`config.mk`:
```
export PLATFORM = sky130hd
export DESIGN_NAME = serial_subtractor_8bit
export DESIGN_NICKNAME = d
export VERILOG_FILES = /design/src/rtl/serial_subtractor_8bit.sv
export SDC_FILE = /design/constraint.sdc
export NUM_CORES = 1
export LEC_CHECK = 0
export CORE_ASPECT_RATIO = 0.5
export CORE_MARGIN = 5
export CORE_UTILIZATION = 45
export DETAILED_ROUTE_END_ITERATION = 8
export GPL_TIMING_DRIVEN = 0
export PLACE_DENSITY = 0.75
export SLEW_MARGIN = 20
export SYNTH_ARGS = -nofsm -noshare
export SYNTH_HDL_FRONTEND = slang
export SYNTH_SLANG_ARGS = --single-unit
```
`constraint.sdc`:
```
create_clock -name clk -period 1.1 [get_ports clk]
set_input_delay 0.22 -clock clk [delete_from_list [all_inputs] [get_ports clk]]
set_output_delay 0.22 -clock clk [all_outputs]
set_load 0.005 [all_outputs]
```
`src/rtl/serial_subtractor_8bit.sv`:
```
// Bit-serial subtractor: diff = a - b - bin, one borrow cell, WIDTH run cycles.
// Define SUB_OVERFLOW_EN to add the signed-overflow output ovf.
module serial_subtractor_8bit #(
  parameter int WIDTH = 8
) (
  input  logic             clk,
  input  logic             rst,
  input  logic             in_valid,
  output logic             in_ready,
  input  logic [WIDTH-1:0] a,
  input  logic [WIDTH-1:0] b,
  input  logic             bin,
  output logic             out_valid,
  input  logic             out_ready,
  output logic [WIDTH-1:0] diff,
  output logic             bout,
`ifdef SUB_OVERFLOW_EN
  output logic             ovf,
`endif
  output logic             busy
);

  localparam int CW = $clog2(WIDTH);
  localparam logic [CW-1:0] LAST = CW'(WIDTH - 1);

  typedef enum logic [1:0] {
    IDLE,
    RUN,
    DONE
  } state_t;

  state_t           state;
  logic [WIDTH-1:0] ra;
  logic [WIDTH-1:0] rb;
  logic             br;
  logic [CW-1:0]    count;
  logic             d;
  logic             b_next;

`ifdef SUB_OVERFLOW_EN
  logic a_msb;
  logic b_msb;
`endif

  assign d      = ra[0] ^ rb[0] ^ br;
  assign b_next = (~ra[0] & rb[0]) | (~(ra[0] ^ rb[0]) & br);

  always_ff @(posedge clk or posedge rst) begin
    if (rst) begin
      state     <= IDLE;
      ra        <= '0;
      rb        <= '0;
      br        <= 1'b0;
      count     <= '0;
      diff      <= '0;
      bout      <= 1'b0;
      in_ready  <= 1'b1;
      out_valid <= 1'b0;
      busy      <= 1'b0;
`ifdef SUB_OVERFLOW_EN
      a_msb     <= 1'b0;
      b_msb     <= 1'b0;
      ovf       <= 1'b0;
`endif
    end else begin
      unique case (state)
        IDLE: begin
          if (in_valid) begin
            ra       <= a;
            rb       <= b;
            br       <= bin;
            count    <= '0;
            in_ready <= 1'b0;
            busy     <= 1'b1;
            state    <= RUN;
`ifdef SUB_OVERFLOW_EN
            a_msb    <= a[WIDTH-1];
            b_msb    <= b[WIDTH-1];
`endif
          end
        end
        RUN: begin
          // LSB first: each result bit enters at the top of diff
          ra    <= ra >> 1;
          rb    <= rb >> 1;
          br    <= b_next;
          diff  <= {d, diff[WIDTH-1:1]};
          count <= count + CW'(1);
          if (count == LAST) begin
            bout      <= b_next;
            out_valid <= 1'b1;
            state     <= DONE;
`ifdef SUB_OVERFLOW_EN
            ovf       <= (a_msb ^ b_msb) & (a_msb ^ d);
`endif
          end
        end
        DONE: begin
          if (out_ready) begin
            out_valid <= 1'b0;
            busy      <= 1'b0;
            in_ready  <= 1'b1;
            state     <= IDLE;
          end
        end
        default: state <= IDLE;
      endcase
    end
  end

endmodule
```
==> flow_summary.toml, run 1 <==
[timing]
rsz0062_at_grt = "true"
tightest_slew_ns = 0.6995
hold_slack_ns = 0.3580
drv_slew = 0
setup_viol = 32
setup_ws_ns = -0.1981
hold_viol_final = 0
min_period_over_period_pct = 118.0
setup-tns-final_ns = -3.407
layout_min_cycle_time_ns = 1.298
fmax_ghz = 0.7703
relSlewSlack_pct = 53.30
finalClockSkew_ns = 0.009072

[detailed_routing]
postRouteAntennaNets = 0
vias = 1420
firstDrtPassIters = 4
detail_route.wl_per_cell_um = 18.03
drt_iter0_drc = 93
vias_per_cell = 5.379
wl_um = 4759
drc_errors = 0

[job]
maxCapViolations = 0

[cts]
clock_sinks = 34
htreeDepth = 2
path_clk_slew_ns = 0.07
clock_latency_ns = 0.29
cts_max_path_buffers = 2
cts_root_buf = "clkbuf_8"
cts_tree = "yes"
cts_buffers = 5

[global_routing]
grt_max_degree = 35
track_usage_pct = 18.87
grt_pass1_vias = 1373
grt_first_pass_wirelength_um = 6817
gr-total-overflow = 0
antenna_found_initial = 0

[setup_path]
rr_startpoint = "state[0]"
arrival_ns = 1.47
crit_fanout = 9
crit-reg2reg-capture = "ra[0]"
cp-start-kind = "register"
worstSetupEndpointType = "register"
critPathKind = "register to register"
worstSetupEndpoint = "ra[0]"
r2r_cells = 5
required_ns = 1.27
reg2reg_slack_ns = -0.20
crit_start = "state[0]"

[synthesis]
syn-num-nets = 165
synth_area_um2 = 1573
synth_cell_types = 33
yosysWarningCount = 0
synth_seq_area_share_pct = 54.18
ys_seq_elements = 34
avgSynthCellArea_um2 = 11.15
synth_cells = 141

[floorplan]
io_pins = 33
die_h_um = 51.81
rows = 15
core_um2 = 3397
die-area_um2 = 4849
die_w_um = 93.61
start_util_pct = 46.30

[placement]
post_dp_cell_area_um2 = 2051
io_buffers = 32
pre_cts_ws_ns = -0.5450
place.gp.congestion = 0.7724
hpwl_um = 2456

[power_and_ir_drop]
p_sw_w = 0.002399
p_per_area_nw_per_um2 = 2742
pwr-share-clk_pct = 16.8
p_leak_nw = 1.165
swShare_pct = 33.56
ir_drop_uv = 1365
power_frac_seq_pct = 30.2
power_w = 0.007147
combPwrFrac_pct = 53.0
intPower_w = 0.004748

[outcome]
status = "finished, violations left"
violations = "negative setup slack"

[final_layout]
fin_area_um2 = 2606
drive_above_1_share_pct = 47.89
layout.nets = 236
num_antenna_cells = 0
syn2layout_area_growth_pct = 65.71

[worst_hold_path]
hp-class = "input port to asynchronous set/reset pin"
stage by stage:
stage	instances	utilization [%]
after floorplan	141	-
after global placement	224	60.37
after CTS	252	70.76
after detailed placement	224	60.37
after global routing	264	76.72
final	264	76.72
cells by family after synthesis:
group                    Yosys count  synth area share (%)
multiplexers                       8                 5.728
buffers and inverters             19                 5.648
AO/OA/AOI/OAI                     42                 18.30
AND/OR/NAND/NOR                   35                 13.29
flip-flops                        34                 54.18
adder cells (fa/ha/maj)            3                 2.864
layout make-up:
cell class | count | area (um^2)
flip-flops and latches | 34 | 853.3
multi-input cells | 88 | 834.6
fillers | 221 | 790.8
repair buffers | 65 | 585.6
plain buffers | 7 | 103.9
clock buffers | 7 | 86.33
well taps | 51 | 63.81
inverters | 11 | 48.80
clock inverters | 1 | 30.03
worst min-delay path by stage:
| stage | start | slack (ns) | cells after the start | to |
|---|---|---|---|---|
| CTS | rst | 0.39 | 2 | diff[2] |
| global placement | bout | 0.48 | 2 | bout |
| finish | rst | 0.36 | 2 | diff[0] |
| detailed placement | bout | 0.49 | 2 | bout |
| floorplan | out_ready | 0.31 | 1 | state[1] |
| global route | rst | 0.44 | 2 | rb[7] |
registers in the layout, indices dropped and copies added (netlist names):
register / count
busy: 1
count: 3
bout: 1
out_valid: 1
in_ready: 1
rb: 8
br: 1
state: 2
ra: 8
diff: 8
per-layer routing:
layer / vias to the layer above / GRT usage, % / wire length (um)
met5: - / 0 / 0
met3: 17 / 4.913 / 307
met4: 0 / 6.475 / 154
met1: 697 / 23.81 / 2026
li1: 645 / - / -
met2: 61 / 31.95 / 2272
worst max-delay path, stage by stage, from the launching register on:
cell and delay [ns]:
dfrtp_1 0.41, buf_12 0.16, clkbuf_16 0.16, nor3b_4 0.19
a21oi_1 0.07, o22a_1 0.18
layout by cell type (no fill, tap or decap), types with 4 or more instances in the layout:
master           count
clkbuf_8             6
nor3b_4              4
o21ai_1              7
nor2b_1              5
clkbuf_2            11
buf_6                8
nand2_1              6
o22a_1               5
buf_4               24
a221oi_2             5
buf_12               4
mux2_4               6
dfrtp_1             32
a21oi_1             10
clkdlybuf4s50_1     19
inv_1                7
cell usage after synthesis:
library cell	instances	area share, %
nand2b_1	1	0.40
nor4bb_1	1	0.64
nor3_1	5	1.6
dfrtp_1	33	53
dfstp_2	1	1.7
a21oi_1	13	4.1
nor2_4	1	0.72
o21bai_2	1	0.72
nor3b_1	5	2.4
o21ai_0	9	2.9
o21ba_1	1	0.64
nor2_2	1	0.40
o31ai_1	1	0.48
or3b_2	1	0.56
nor2_1	4	0.95
o22a_1	5	2.8
a22oi_1	1	0.48
nand2_2	1	0.40
nand2_1	6	1.4
buf_2	5	1.6
inv_2	1	0.24
a22o_1	2	1.1
ha_1	2	1.6
buf_4	3	1.4
o22ai_1	1	0.40
mux2_2	8	5.7
o221a_1	2	1.4
fa_1	1	1.3
inv_1	10	2.4
a221oi_1	5	2.8
nand3b_1	3	1.4
o211ai_1	1	0.48
nor2b_1	6	2.4
power groups by stage:
| stage | sequential (W) | clock [W] | combinational, W |
|---|---|---|---|
| 2_1_floorplan | 0.00211 | 0 | 0.00171 |
| 3_3_place_gp | 0.00216 | 0 | 0.00243 |
| 3_5_place_dp | 0.00217 | 0 | 0.00251 |
| 4_1_cts | 0.00210 | 0.00119 | 0.00313 |
| 5_1_grt | 0.00221 | 0.00126 | 0.00412 |
| 6_report | 0.00216 | 0.00120 | 0.00379 |
timing repair:
item,CTS,global route
hold endpoints to repair,0,0
hold buffers,0,0
gates cloned,1,2
resized for setup,54,38
setup buffers,20,10
setup endpoints to repair,46,45
pin swaps,6,6
Note: power is estimated with default switching activity, not from simulation.
==> run 2: changes to the inputs <==
--- a/config.mk
+++ b/config.mk
@@ -5,12 +5,13 @@
 export SDC_FILE = /design/constraint.sdc
 export NUM_CORES = 1
 export LEC_CHECK = 0
+export ABC_AREA = 1
 export CORE_ASPECT_RATIO = 0.5
 export CORE_MARGIN = 5
 export CORE_UTILIZATION = 45
 export DETAILED_ROUTE_END_ITERATION = 8
 export GPL_TIMING_DRIVEN = 0
-export PLACE_DENSITY = 0.75
+export PLACE_DENSITY = 0.74
 export SLEW_MARGIN = 20
 export SYNTH_ARGS = -nofsm -noshare
 export SYNTH_HDL_FRONTEND = slang
==> flow_summary.toml, run 2 <==
[floorplan]
die_h_um = 53.23
core_um2 = 3510
io_pins = 33
start_util_pct = 47.91
rows = 15
die_w_um = 96.45
die-area_um2 = 5134

[power_and_ir_drop]
power_frac_seq_pct = 29.2
p_leak_nw = 1.419
combPwrFrac_pct = 55.3
p_sw_w = 0.002914
p_per_area_nw_per_um2 = 2873
swShare_pct = 39.06
pwr-share-clk_pct = 15.5
ir_drop_uv = 1287
intPower_w = 0.004548

[timing]
setup_viol = 20
rsz0062_at_grt = "true"
finalClockSkew_ns = 0.006343
fmax_ghz = 0.8437
min_period_over_period_pct = 107.7
hold_slack_ns = 0.3679
drv_slew = 0
relSlewSlack_pct = 52.34
tightest_slew_ns = 0.7138
setup-tns-final_ns = -0.5200
setup_ws_ns = -0.08519
hold_viol_final = 0
layout_min_cycle_time_ns = 1.185

[detailed_routing]
vias = 1601
postRouteAntennaNets = 0
detail_route.wl_per_cell_um = 14.45
route.met2.wl_um = 2358
wl_met1_um = 2012
drt_iter0_drc = 97
firstDrtPassIters = 4
met3_length_um = 235
wl_um = 4738
top_layer = "met4"
vias_per_cell = 4.881
drc_errors = 0

[global_routing]
grt_first_pass_wirelength_um = 6327
gr-total-overflow = 0
antenna_found_initial = 0
grt_pass1_vias = 1422
track_usage_pct = 16.82
grt_max_degree = 35

[synthesis]
synthFlopType = "dfrtp_1"
synth_area_um2 = 1682
yosysWarningCount = 0
synthTopCellsByArea = "dfrtp_1 49%, nand2_1 17%, nand3_1 9.8%"
yosys-top-cells-count = "77 x nand2_1, 35 x inv_1, 33 x dfrtp_1, 33 x nand3_1"
async_flop_share_pct = 100.0
synth_cells = 210
synth_cell_types = 18
synth_seq_area_share_pct = 50.67
synth_top_area_share_pct = 49.11
syn-num-nets = 234
synth_edf_count = 0
synth_top_area_cell = "dfrtp_1"
avgSynthCellArea_um2 = 8.008
ys_seq_elements = 34
synth.most_common_cell = "nand2_1"

[final_layout]
fin_util_pct = 74.01
syn2layout_area_growth_pct = 54.46
final_common_cell = "nand2_1"
fin_area_um2 = 2597
layout_common_cells = "67 x nand2_1, 32 x inv_1, 32 x dfrtp_1"
layout.nets = 300
ff_latch_area_um2 = 853.3
num_antenna_cells = 0
fillers = 236
multi_input_area_um2 = 790.8
largestRegisters = "diff: 8 flops, ra: 8 flops, rb: 8 flops"
drive_above_1_share_pct = 34.66

[placement]
pre_cts_ws_ns = -0.2848
hpwl_um = 2441
post_dp_cell_area_um2 = 2066
place.gp.congestion = 0.7623
io_buffers = 32

[setup_path]
critPathKind = "register to register"
required_ns = 1.32
crit_start = "ra[0]"
r2r_cells = 3
rr_startpoint = "ra[0]"
worstSetupEndpointType = "register"
crit_chain = "fa_2, nand2_1, o21ai_1"
cp-start-kind = "register"
cpPeakStageDelay_ns = 0.58
cp_slowest_cell = "fa_2"
arrival_ns = 1.40
crit_fanout = 2

[cts]
cts_root_buf = "clkbuf_8"
cts_buffers = 5
path_clk_slew_ns = 0.07
clock_latency_ns = 0.30
cts_max_path_buffers = 2
clock_sinks = 34
htreeDepth = 2
hold_buffers = 0
cts_tree = "yes"

[job]
maxCapViolations = 0

[outcome]
status = "finished, violations left"
violations = "negative setup slack"

[worst_hold_path]
hp-class = "input port to asynchronous set/reset pin"
-- run 2: final timing paths --
path | endpoint | slack [ns]
max in group asynchronous | state[0] | 0.23
min reg2reg | in_ready | 0.48
min | diff[1] | 0.37
max reg2reg | diff[7] | -0.09
max | diff[7] | -0.09
min in group clk | in_ready | 0.48
-- run 2: what timing repair did --
item | CTS | global route
gates resized for setup | 48 | 61
setup endpoints to repair | 34 | 36
cloned | 0 | 4
pin swaps | 2 | 27
buffers inserted | 14 | 9
-- run 2: logic make-up (layout without fill, tap and decap cells) --
family          count (synthesis)  count (layout)  synth area share, %
compound gates                  8               8                3.199
fa+ha+maj                       3               3                2.678
buf+inv                        46             113                12.65
flops                          34              34                50.67
simple gates                  119             119                30.80
-- run 2: metal layers --
metal	global-route usage (%)	vias up
li1	-	765
met1	20.64	769
met2	27.97	54
met3	4.403	13
met4	7.674	0
met5	0	-
-- run 2: cell type report --
type	instances	share of cell area [%]
flip-flops and latches	34	32.85
inverters	37	5.540
clock inverters	1	1.156
repair buffers	59	20.28
multi-input cells	130	30.44
well taps	51	2.457
plain buffers	9	4.335
clock buffers	7	2.938
-- run 2: critical path, delay by kind of cell (launching register included) --
kind,cells,cell delay (ns)
and+or+nand+nor,1,0.05
DFF,1,0.41
AOI/OAI and AO/OA,1,0.07
adders and majority gates,1,0.58
-- run 2: stage by stage --
stage               cells  power [W]
floorplan             210   0.003943
global placement      293   0.004741
detailed placement    293   0.004851
CTS                   315   0.006224
global route          328   0.007941
finish                328   0.007462
-- run 2: power groups by stage --
stage               sequential, W  combinational (W)  clock [W]
floorplan                 0.00215            0.00179          0
detailed placement        0.00220            0.00266          0
global route              0.00223            0.00449    0.00122
global placement          0.00217            0.00257          0
finish                    0.00218            0.00413    0.00116
CTS                       0.00213            0.00294    0.00116
==> run 3: changes to the inputs <==
--- a/config.mk
+++ b/config.mk
@@ -10,8 +10,7 @@
 export CORE_MARGIN = 5
 export CORE_UTILIZATION = 45
 export DETAILED_ROUTE_END_ITERATION = 8
-export GPL_TIMING_DRIVEN = 0
-export PLACE_DENSITY = 0.74
+export PLACE_DENSITY = 0.71
 export SLEW_MARGIN = 20
 export SYNTH_ARGS = -nofsm -noshare
 export SYNTH_HDL_FRONTEND = slang
==> constraint.sdc (replaced) <==
create_clock -name clk -period 1.28 [get_ports clk]
set_input_delay 0.256 -clock clk [delete_from_list [all_inputs] [get_ports clk]]
set_output_delay 0.256 -clock clk [all_outputs]
set_load 0.005 [all_outputs]
==> flow_summary.toml, run 3 (synthesized netlist as in run 2, its figures left out) <==
[final_layout]
fin_util_pct = 62.42
drive_above_1_share_pct = 11.42
syn2layout_area_growth_pct = 30.28
largestRegisters = "diff: 8 flops, ra: 8 flops, rb: 8 flops"
layout_common_cells = "77 x nand2_1, 35 x inv_1, 33 x nand3_1, 33 x dfrtp_1, 20 x clkdlybuf4s50_1"
num_antenna_cells = 0
layout.nets = 277
final_common_cell = "nand2_1"

[setup_path]
required_ns = 1.50
cp-start-kind = "register"
crit_start = "ra[0]"
arrival_ns = 1.45
worstSetupEndpointType = "register"
worstSetupEndpoint = "br"
reg2reg_slack_ns = 0.06
rr_startpoint = "ra[0]"
crit_fanout = 2
r2r_cells = 4
critPathKind = "register to register"
crit-reg2reg-capture = "br"

[timing]
fmax_ghz = 0.8185
tightest_slew_ns = 0.2310
rsz0062_at_grt = "false"
drv_slew = 0
finalClockSkew_ns = 0.005926
layout_min_cycle_time_ns = 1.222
setup_viol = 0
hold_viol_final = 0
relSlewSlack_pct = 84.54
setup-tns-final_ns = 0
min_period_over_period_pct = 95.45

[detailed_routing]
vias = 1388
wl_um = 3479
vias_per_cell = 4.551
postRouteAntennaNets = 0
drt_iter0_drc = 100
firstDrtPassIters = 4
drc_errors = 0
detail_route.wl_per_cell_um = 11.41

[floorplan]
die_h_um = 53.23
die-area_um2 = 5134
start_util_pct = 47.91
rows = 15
core_um2 = 3510
io_pins = 33
die_w_um = 96.45

[placement]
place.gp.congestion = 0.7272
io_buffers = 32
hpwl_um = 2412

[global_routing]
grt_first_pass_wirelength_um = 5934
grt_max_degree = 35
track_usage_pct = 15.67
gr-total-overflow = 0
grt_pass1_vias = 1355
antenna_found_initial = 0

[outcome]
status = "complete, no violations"

[cts]
path_clk_slew_ns = 0.07
htreeDepth = 2
cts_max_path_buffers = 2
cts_buffers = 5
clock_latency_ns = 0.28
cts_root_buf = "clkbuf_8"
hold_buffers = 0
cts_tree = "yes"
clock_sinks = 34

[worst_hold_path]
hp-class = "input port to asynchronous set/reset pin"

[power_and_ir_drop]
p_leak_nw = 1.216
p_per_area_nw_per_um2 = 2230
ir_drop_uv = 708.3

[job]
maxCapViolations = 0
## run 3: cell count changes in the layout (fill, tap and decap cells not counted), sizes merged
cell,change
clkinv,+1
buf,-27
clkbuf,-7
dlygate4sd2,+11
bufinv,-1
## run 3: per-layer routing
| layer | vias to the layer above | track usage [%] | wire (um) |
|---|---|---|---|
| li1 | 718 | - | - |
| met1 | 642 | 19.68 | 1675 |
| met2 | 22 | 24.89 | 1586 |
| met3 | 6 | 4.830 | 153 |
| met4 | 0 | 7.209 | 63 |
| met5 | - | 0 | 0 |
## run 3: timing repair
item | 4_1_cts | 5_1_grt
endpoints found under the hold margin | 0 | 0
endpoints found under the setup margin | 12 | 11
cloned | 0 | 0
buffers inserted | 6 | 0
pin swaps | 0 | 0
resized for setup | 15 | 1
## run 3: how the worst min path moves through the flow
stage                          from       end  slack (ns)  cells past startpoint
after global placement     in_ready  in_ready        0.45                      2
final                           rst   diff[1]        0.32                      3
after floorplan           out_ready  state[1]        0.35                      1
after global routing            rst   diff[1]        0.34                      3
after CTS                       rst   diff[1]        0.33                      3
after detailed placement    diff[0]   diff[0]        0.47                      2
## run 3: metrics by stage
| step | setup slack (ns) | total power, W | instance area [um^2] | hold slack [ns] | cells |
|---|---|---|---|---|---|
| 6_report | 0.05820 | 0.004885 | 2191 | 0.3157 | 305 |
| 3_5_place_dp | -0.04662 | 0.004126 | 2069 | 0.4737 | 291 |
| 4_1_cts | 0.05564 | 0.004945 | 2187 | 0.3333 | 305 |
| 5_1_grt | 0.004994 | 0.005346 | 2191 | 0.3397 | 305 |
| 2_1_floorplan | 0.1942 | 0.003388 | 1682 | 0.3540 | 210 |
| 3_3_place_gp | -0.007603 | 0.004013 | 2069 | 0.4547 | 291 |
## run 3: area by class of cell
class / instances / area, um^2
inverters: 37 / 138.9
clock buffers: 7 / 86.33
repair buffers: 45 / 427.9
clock inverters: 1 / 5.005
multi-input cells: 130 / 616.8
well taps: 51 / 63.81
fillers: 324 / 1319
flip-flops and latches: 34 / 852.1
## run 3: critical path, cell delays in order (launching register included)
cell,delay [ns]
dfrtp_1,0.42
fa_1,0.48
nand3_1,0.12
nand3_1,0.08
nand2_1,0.07
## run 3: where the power goes
part / internal, W / total (W) / switching [W] / leakage, nW
logic: 0.000994 / 0.00223 / 0.00123 / 0.757
clock network: 0.000434 / 0.000804 / 0.000370 / 0.0482
registers: 0.00158 / 0.00185 / 0.000279 / 0.410
